## config.mk

```make
export PLATFORM = sky130hd
export DESIGN_NAME = store_buf
export DESIGN_NICKNAME = d
export VERILOG_FILES = /design/src/rtl/store_buf_pkg.sv /design/src/rtl/store_buf_fifo.sv /design/src/rtl/store_buf.sv
export SDC_FILE = /design/constraint.sdc
export NUM_CORES = 1
export LEC_CHECK = 0
export ABC_AREA = 0
export BUFFER_PORTS_ARGS = -buffer_cell sky130_fd_sc_hd__buf_4
export CAP_MARGIN = 10
export CELL_PAD_IN_SITES_DETAIL_PLACEMENT = 1
export CELL_PAD_IN_SITES_GLOBAL_PLACEMENT = 1
export CORE_ASPECT_RATIO = 1.5
export CORE_UTILIZATION = 40
export DETAILED_ROUTE_END_ITERATION = 8
export GPL_ROUTABILITY_DRIVEN = 0
export PLACE_DENSITY_LB_ADDON = 0.15
export SKIP_LAST_GASP = 1
export SYNTH_ARGS = -nofsm -noshare
export SYNTH_HDL_FRONTEND = slang
export SYNTH_SLANG_ARGS = --single-unit
```

## constraint.sdc

```tcl
create_clock -name clk -period 3.4 [get_ports clk]
set_input_delay 0.68 -clock clk [delete_from_list [all_inputs] [get_ports clk]]
set_output_delay 0.68 -clock clk [all_outputs]
set_load 0.05 [all_outputs]
```

## src/rtl/store_buf_pkg.sv

```systemverilog
// Shared constants and FSM encoding for the store buffer.
package store_buf_pkg;

  localparam int SB_DEPTH = 4;
  localparam int SB_PTR_W = $clog2(SB_DEPTH);

  typedef enum logic [1:0] {
    SB_IDLE    = 2'd0,
    SB_RD_WAIT = 2'd1,
    SB_WR_WAIT = 2'd2
  } sb_state_e;

endpackage

```

## src/rtl/store_buf_fifo.sv

```systemverilog
// Store-buffer entry storage: circular FIFO, load-conflict compare, optional
// merge into the youngest entry (enabled by STORE_BUF_MERGE_EN).
module store_buf_fifo
  import store_buf_pkg::*;
#(
  parameter int DEPTH  = SB_DEPTH,
  parameter int ADDR_W = 32,
  parameter int DATA_W = 32
) (
  input  logic              clk,
  input  logic              rst,
  input  logic              wr_req_i,
  input  logic [ADDR_W-3:0] wr_word_i,
  input  logic [DATA_W-1:0] wr_data_i,
  input  logic [3:0]        wr_be_i,
  output logic              wr_rdy_o,
  input  logic              pop_i,
  input  logic              head_busy_i,
  input  logic [ADDR_W-3:0] rd_word_i,
  output logic              conflict_o,
  output logic              empty_o,
  output logic [ADDR_W-3:0] head_word_o,
  output logic [DATA_W-1:0] head_data_o,
  output logic [3:0]        head_be_o
);

  localparam int PTR_W = $clog2(DEPTH);
  localparam int CNT_W = PTR_W + 1;

  logic [ADDR_W-3:0] word_q [DEPTH];
  logic [DATA_W-1:0] data_q [DEPTH];
  logic [3:0]        be_q   [DEPTH];
  logic [DEPTH-1:0]  valid_q, valid_d;
  logic [PTR_W-1:0]  head_q, head_d, tail_q, tail_d;
  logic [CNT_W-1:0]  count_q, count_d;
  logic              full, merge_hit, alloc;

  assign full    = (count_q == CNT_W'(DEPTH));
  assign empty_o = (count_q == '0);

`ifdef STORE_BUF_MERGE_EN
  logic [PTR_W-1:0]  youngest;
  logic [DATA_W-1:0] merged_data;

  assign youngest  = tail_q - PTR_W'(1);
  // An entry being issued or already on the cache port must stay frozen.
  assign merge_hit = wr_req_i && valid_q[youngest] && (word_q[youngest] == wr_word_i)
                     && !(head_busy_i && (youngest == head_q));

  always_comb begin
    merged_data = data_q[youngest];
    for (int b = 0; b < 4; b++) begin
      if (wr_be_i[b]) merged_data[b*8 +: 8] = wr_data_i[b*8 +: 8];
    end
  end
`else
  logic unused_head_busy;
  assign unused_head_busy = head_busy_i;
  assign merge_hit        = 1'b0;
`endif

  assign wr_rdy_o = !full || merge_hit;
  assign alloc    = wr_req_i && !full && !merge_hit;

  // Any pending store request counts, accepted or not, so the issue decision
  // never depends on the merge/ready path.
  always_comb begin
    conflict_o = wr_req_i && (wr_word_i == rd_word_i);
    for (int i = 0; i < DEPTH; i++) begin
      if (valid_q[i] && (word_q[i] == rd_word_i)) conflict_o = 1'b1;
    end
  end

  always_comb begin
    valid_d = valid_q;
    head_d  = head_q;
    tail_d  = tail_q;
    count_d = count_q;
    if (alloc) begin
      valid_d[tail_q] = 1'b1;
      tail_d          = tail_q + PTR_W'(1);
    end
    if (pop_i) begin
      valid_d[head_q] = 1'b0;
      head_d          = head_q + PTR_W'(1);
    end
    unique case ({alloc, pop_i})
      2'b10:   count_d = count_q + CNT_W'(1);
      2'b01:   count_d = count_q - CNT_W'(1);
      default: count_d = count_q;
    endcase
  end

  always_ff @(posedge clk) begin
    if (rst) begin
      valid_q <= '0;
      head_q  <= '0;
      tail_q  <= '0;
      count_q <= '0;
    end else begin
      valid_q <= valid_d;
      head_q  <= head_d;
      tail_q  <= tail_d;
      count_q <= count_d;
    end
  end

  // NOTE: payload arrays carry no reset; valid_q alone decides whether an entry exists.
  always_ff @(posedge clk) begin
    if (alloc) begin
      word_q[tail_q] <= wr_word_i;
      data_q[tail_q] <= wr_data_i;
      be_q[tail_q]   <= wr_be_i;
    end
`ifdef STORE_BUF_MERGE_EN
    else if (merge_hit) begin
      data_q[youngest] <= merged_data;
      be_q[youngest]   <= be_q[youngest] | wr_be_i;
    end
`endif
  end

  assign head_word_o = word_q[head_q];
  assign head_data_o = data_q[head_q];
  assign head_be_o   = be_q[head_q];

endmodule

```

## src/rtl/store_buf.sv

```systemverilog
// Write buffer between LSU and cache_top: one cache access in flight, loads
// bypass non-conflicting stores. Optional store merging: STORE_BUF_MERGE_EN.
module store_buf
  import store_buf_pkg::*;
#(
  parameter int DEPTH  = SB_DEPTH,
  parameter int ADDR_W = 32,
  parameter int DATA_W = 32
) (
  input  logic              clk,
  input  logic              rst,
  input  logic              lsu_wr_req_i,
  input  logic [ADDR_W-1:0] lsu_wr_addr_i,
  input  logic [DATA_W-1:0] lsu_wr_data_i,
  input  logic [3:0]        lsu_wr_en_i,
  output logic              lsu_wr_rdy_o,
  input  logic              lsu_rd_req_i,
  input  logic [ADDR_W-1:0] lsu_rd_addr_i,
  output logic [DATA_W-1:0] lsu_rd_data_o,
  output logic              lsu_rd_vld_o,
  output logic              lsu_stall_o,
  output logic              sb_empty_o,
  output logic              cpu_rd_req_o,
  output logic              cpu_wr_req_o,
  output logic [ADDR_W-1:0] cpu_rd_addr_o,
  output logic [ADDR_W-1:0] cpu_wr_addr_o,
  output logic [DATA_W-1:0] cpu_wr_data_o,
  output logic [3:0]        cpu_wr_en_o,
  input  logic [DATA_W-1:0] cpu_rd_data_i,
  input  logic              cache_data_ack_i
);

  sb_state_e         state_q, state_d;
  logic              rd_req_q, rd_req_d, wr_req_q, wr_req_d;
  logic              rd_vld_q, rd_vld_d;
  logic [ADDR_W-1:0] rd_addr_q, rd_addr_d, wr_addr_q, wr_addr_d;
  logic [DATA_W-1:0] wr_data_q, wr_data_d, rd_data_q, rd_data_d;
  logic [3:0]        wr_en_q, wr_en_d;

  logic              conflict, fifo_empty, pop, load_go, drain_go;
  logic [ADDR_W-3:0] head_word;
  logic [DATA_W-1:0] head_data;
  logic [3:0]        head_be;
  logic              unused_wr_offset;

  assign unused_wr_offset = ^lsu_wr_addr_i[1:0];

  // rd_vld_q blocks re-issue while the LSU still holds the completing request.
  assign load_go  = (state_q == SB_IDLE) && lsu_rd_req_i && !rd_vld_q && !conflict;
  assign drain_go = (state_q == SB_IDLE) && !load_go && !fifo_empty;
  assign pop      = (state_q == SB_WR_WAIT) && cache_data_ack_i;

  store_buf_fifo #(
    .DEPTH (DEPTH),
    .ADDR_W(ADDR_W),
    .DATA_W(DATA_W)
  ) u_fifo (
    .clk        (clk),
    .rst        (rst),
    .wr_req_i   (lsu_wr_req_i),
    .wr_word_i  (lsu_wr_addr_i[ADDR_W-1:2]),
    .wr_data_i  (lsu_wr_data_i),
    .wr_be_i    (lsu_wr_en_i),
    .wr_rdy_o   (lsu_wr_rdy_o),
    .pop_i      (pop),
    .head_busy_i((state_q == SB_WR_WAIT) || drain_go),
    .rd_word_i  (lsu_rd_addr_i[ADDR_W-1:2]),
    .conflict_o (conflict),
    .empty_o    (fifo_empty),
    .head_word_o(head_word),
    .head_data_o(head_data),
    .head_be_o  (head_be)
  );

  // NOTE: every _d gets its hold value first so no path through this block infers a latch.
  always_comb begin
    state_d   = state_q;
    rd_req_d  = rd_req_q;
    wr_req_d  = wr_req_q;
    rd_addr_d = rd_addr_q;
    wr_addr_d = wr_addr_q;
    wr_data_d = wr_data_q;
    wr_en_d   = wr_en_q;
    rd_data_d = rd_data_q;
    rd_vld_d  = 1'b0;
    unique case (state_q)
      SB_IDLE: begin
        if (load_go) begin
          rd_req_d  = 1'b1;
          rd_addr_d = lsu_rd_addr_i;
          state_d   = SB_RD_WAIT;
        end else if (drain_go) begin
          wr_req_d  = 1'b1;
          wr_addr_d = {head_word, 2'b00};
          wr_data_d = head_data;
          wr_en_d   = head_be;
          state_d   = SB_WR_WAIT;
        end
      end
      SB_RD_WAIT: begin
        if (cache_data_ack_i) begin
          rd_req_d  = 1'b0;
          rd_vld_d  = 1'b1;
          rd_data_d = cpu_rd_data_i;
          state_d   = SB_IDLE;
        end
      end
      SB_WR_WAIT: begin
        if (cache_data_ack_i) begin
          wr_req_d = 1'b0;
          state_d  = SB_IDLE;
        end
      end
      default: state_d = SB_IDLE;
    endcase
  end

  // NOTE: sequential state uses non-blocking assignments only.
  always_ff @(posedge clk) begin
    if (rst) begin
      state_q   <= SB_IDLE;
      rd_req_q  <= 1'b0;
      wr_req_q  <= 1'b0;
      rd_vld_q  <= 1'b0;
      rd_addr_q <= '0;
      wr_addr_q <= '0;
      wr_data_q <= '0;
      wr_en_q   <= '0;
      rd_data_q <= '0;
    end else begin
      state_q   <= state_d;
      rd_req_q  <= rd_req_d;
      wr_req_q  <= wr_req_d;
      rd_vld_q  <= rd_vld_d;
      rd_addr_q <= rd_addr_d;
      wr_addr_q <= wr_addr_d;
      wr_data_q <= wr_data_d;
      wr_en_q   <= wr_en_d;
      rd_data_q <= rd_data_d;
    end
  end

  assign cpu_rd_req_o  = rd_req_q;
  assign cpu_wr_req_o  = wr_req_q;
  assign cpu_rd_addr_o = rd_addr_q;
  assign cpu_wr_addr_o = wr_addr_q;
  assign cpu_wr_data_o = wr_data_q;
  assign cpu_wr_en_o   = wr_en_q;
  assign lsu_rd_data_o = rd_data_q;
  assign lsu_rd_vld_o  = rd_vld_q;
  assign sb_empty_o    = fifo_empty && (state_q == SB_IDLE);
  assign lsu_stall_o   = (lsu_rd_req_i && !lsu_rd_vld_o) || (lsu_wr_req_i && !lsu_wr_rdy_o);

endmodule

```

==> impl_metrics.py <==
metrics = {
    "sta": {
        "setup_viol_count_final": 0,
        "setup_ws_ns": 0.682,
        "fin_crit_ns": 2.72,
        "clock.fmax_mhz": 368,
        "tns_ns": 0,
        "period_share_pct": 80.0,
        "max_slew_margin_pct": 23.8,
        "finClkSkew_ns": 0.00886,
        "hold_slack_ns": 0.324,
        "rsz0062_at_grt": "false",
        "maxSlewViolCount": 0,
        "hold_viol": 0,
        "worst_slew_pin_slew_ns": 1.14,
    },
    "drt": {
        "drt_iter0_markers": 439,
        "wl_um": 48700,
        "routedWlPerCell_um": 23.6,
        "drc_errors": 0,
        "vias": 10800,
        "drt_first_pass_iters": 4,
        "vias_per_cell": 5.25,
        "drtAntennaViolNets": 0,
    },
    "cts": {
        "cts_made_buffers": 42,
        "hold_buffers": 0,
        "clock-sinks": 410,
        "cts_tree": "built",
        "cts_htree_levels": 2,
        "clk_pin_slew_worst_paths_ns": 0.06,
        "ctsRootBufferMaster": "clkbuf_16",
        "cts_resized": 0,
        "cts_setup_buffers": 0,
        "clockBufferDepth": 3,
        "clock_latency_ns": 0.55,
    },
    "synthesis": {
        "ys_ff_latch": 410,
        "ys_types": 41,
        "syn_avg_cell_area_um2": 13.9,
        "synth_top_area_share_pct": 46.5,
        "synth-warning-count": 0,
        "synth-edff-count": 264,
        "synth_area_mm2": 0.0170,
        "synthTopCellsByCount": "edfxtp_1 (264), dfxtp_1 (146), xnor2_1 (141), a21oi_1 (102), nand2_1 (68)",
        "yosysMostFrequentCell": "edfxtp_1",
        "synthFlopType": "edfxtp_1",
        "ys_top_cells_by_area": "edfxtp_1 (47%), dfxtp_1 (17%), mux4_2 (8.7%), xnor2_1 (7.2%), a21oi_1 (3.0%)",
        "synth-seq-area-share_pct": 63.7,
        "async_flop_share_pct": 0,
        "synth_area_leader_cell": "edfxtp_1",
        "postSynthCellCount": 1225,
    },
    "critical_path": {
        "end_kind": "flop",
        "crit_fanout": 24,
        "critPathArrivalTime_ns": 3.20,
        "worstPathRequired_ns": 3.88,
        "cp-start-kind": "flop",
        "rr_startpoint": "u_fifo.word_q[2][19]$_DFFE_PP_",
        "crit_path_start": "u_fifo.word_q[2][19]$_DFFE_PP_",
        "crit_type": "reg2reg",
    },
    "global_routing": {
        "grt_overflow": 0,
        "grt_max_degree": 75,
        "antenna_found_initial": 1,
        "grt_pass1_wl_um": 71800,
        "grt_pass1_vias": 11600,
        "grt_usage_pct": 22.7,
    },
    "pwr": {
        "p_sw_share_pct": 34.3,
        "switchingPower_mw": 5.19,
        "combPwrFrac_pct": 28.8,
        "p_clk_share_pct": 30.7,
        "power_density_mw_per_mm2": 723,
        "power_mw": 15.1,
        "leakagePower_nw": 7.34,
        "ir_drop_mv": 0.462,
        "internal_power_mw": 9.92,
        "seqPwrFrac_pct": 40.5,
    },
    "hold_path": {
        "min_from": "lsu_wr_data_i[23]",
        "hold_path_class": "in2reg",
    },
    "placed_design": {
        "hpwl_um": 33200,
        "port_buffers": 270,
        "post-place-ws_ns": 0.311,
    },
    "finish": {
        "drive_gt1_share_pct": 29.9,
        "finalNetCount": 1613,
        "area_growth_pct": 22.7,
        "fillCellCount": 4239,
    },
    "die": {
        "rows": 92,
        "dieArea_mm2": 0.0435,
        "initial_core_util_pct": 40.6,
        "io_pins": 275,
        "die_h_um": 255,
        "coreArea_mm2": 0.0420,
        "die_w_um": 171,
    },
    "outcome": {
        "status": "finished, final reports clean",
    },
    "run": {
        "cap_violations": 0,
    },
}
-- worst paths after layout --
| check | end | slack, ns | cells past startpoint |
|---|---|---|---|
| max reg2reg | cpu_wr_addr_o[29]$_SDFFE_PP0P_ | 0.68 | 8 |
| max | cpu_wr_addr_o[29]$_SDFFE_PP0P_ | 0.68 | 8 |
| min | u_fifo.data_q[2][23]$_DFFE_PP_ | 0.32 | 1 |
| min reg2reg | lsu_rd_data_o[22]$_SDFFE_PP0P_ | 0.46 | 2 |
-- layout by cell type (no fill, tap or decap), drive strengths merged, types with 2 or more instances in the layout --
cell | synthesis | routed
buf | 55 | 298
edfxtp | 264 | 264
dfxtp | 146 | 146
xnor2 | 141 | 141
a21oi | 103 | 103
nand3 | 70 | 70
o21ai | 70 | 70
nand2 | 68 | 68
mux4 | 66 | 66
clkbuf | 50 | 59
nor2 | 48 | 48
mux2i | 33 | 33
nand4 | 33 | 33
xor2 | 13 | 13
inv | 12 | 13
clkinv | 0 | 13
nor4 | 12 | 12
ha | 12 | 12
a211oi | 4 | 4
and3 | 4 | 4
and2 | 3 | 3
bufinv | 0 | 3
or3 | 3 | 3
nor2b | 2 | 2
a22o | 2 | 2
conb | 1 | 2
-- sequential cells by signal (all words and copies together), names as in the netlist --
signal / count
u_fifo.data_q: 128
u_fifo.word_q: 120
cpu_rd_addr_o: 32
cpu_wr_data_o: 32
lsu_rd_data_o: 32
cpu_wr_addr_o: 30
u_fifo.be_q: 16
cpu_wr_en_o: 4
u_fifo.valid_q: 4
u_fifo.count_q: 3
state_q: 2
u_fifo.head_q: 2
u_fifo.tail_q: 2
cpu_rd_req_o: 1
cpu_wr_req_o: 1
lsu_rd_vld_o: 1
-- layer usage --
layer	GRT usage (%)	up-vias	wire [um]
li1	-	4959	-
met1	25.3	5480	18300
met2	42.0	293	26100
met3	4.17	93	2410
met4	9.55	2	1880
met5	0	-	11
-- kinds of logic after synthesis --
| family | after synthesis | share of synthesized area (%) |
|---|---|---|
| multiplexers | 99 | 10.7 |
| other | 1 | 0.0220 |
| flip-flops | 410 | 63.7 |
| AO/OA/AOI/OAI | 186 | 5.78 |
| AND/OR/NAND/NOR | 245 | 7.03 |
| adder cells (fa/ha/maj) | 13 | 0.999 |
| XOR/XNOR | 154 | 7.91 |
| buffers and inverters | 117 | 3.92 |
-- final cells by class --
cell class	count	area, um2	area share [%]
repair buffers	298	2350	11.3
diodes	1	2.50	0.0120
clock buffers	59	1210	5.78
clock inverters	18	164	0.784
well taps	564	706	3.38
multi-input cells	699	5570	26.6
flip-flops and latches	410	10900	51.9
inverters	12	45.0	0.215
-- metrics by stage --
| step | instance area [um2] | cells | util (%) |
|---|---|---|---|
| detailed placement | 19500 | 1983 | 46.5 |
| finish | 20900 | 2061 | 49.8 |
| floorplan | 17000 | 1226 | - |
| CTS | 20900 | 2060 | 49.7 |
| global route | 20900 | 2060 | 49.7 |
| global placement | 19500 | 1983 | 46.5 |
-- power groups by stage --
stage	Clock, mW	Combinational [mW]	Sequential [mW]
floorplan	0	1.95	7.18
global placement	0	4.39	6.20
detailed placement	0	4.42	6.23
CTS	4.75	4.43	6.12
global route	4.93	4.64	6.17
finish	4.64	4.36	6.12
-- critical path, cell delays in order (launching register included) --
cell	delay [ns]
edfxtp_1	0.42
xnor2_1	0.47
nand4_1	0.24
nor4_1	0.32
a22o_1	0.27
o31a_2	0.26
buf_4	0.35
nand3_1	0.13
a21oi_1	0.16
No activity file was read; power rests on OpenSTA's default activity.
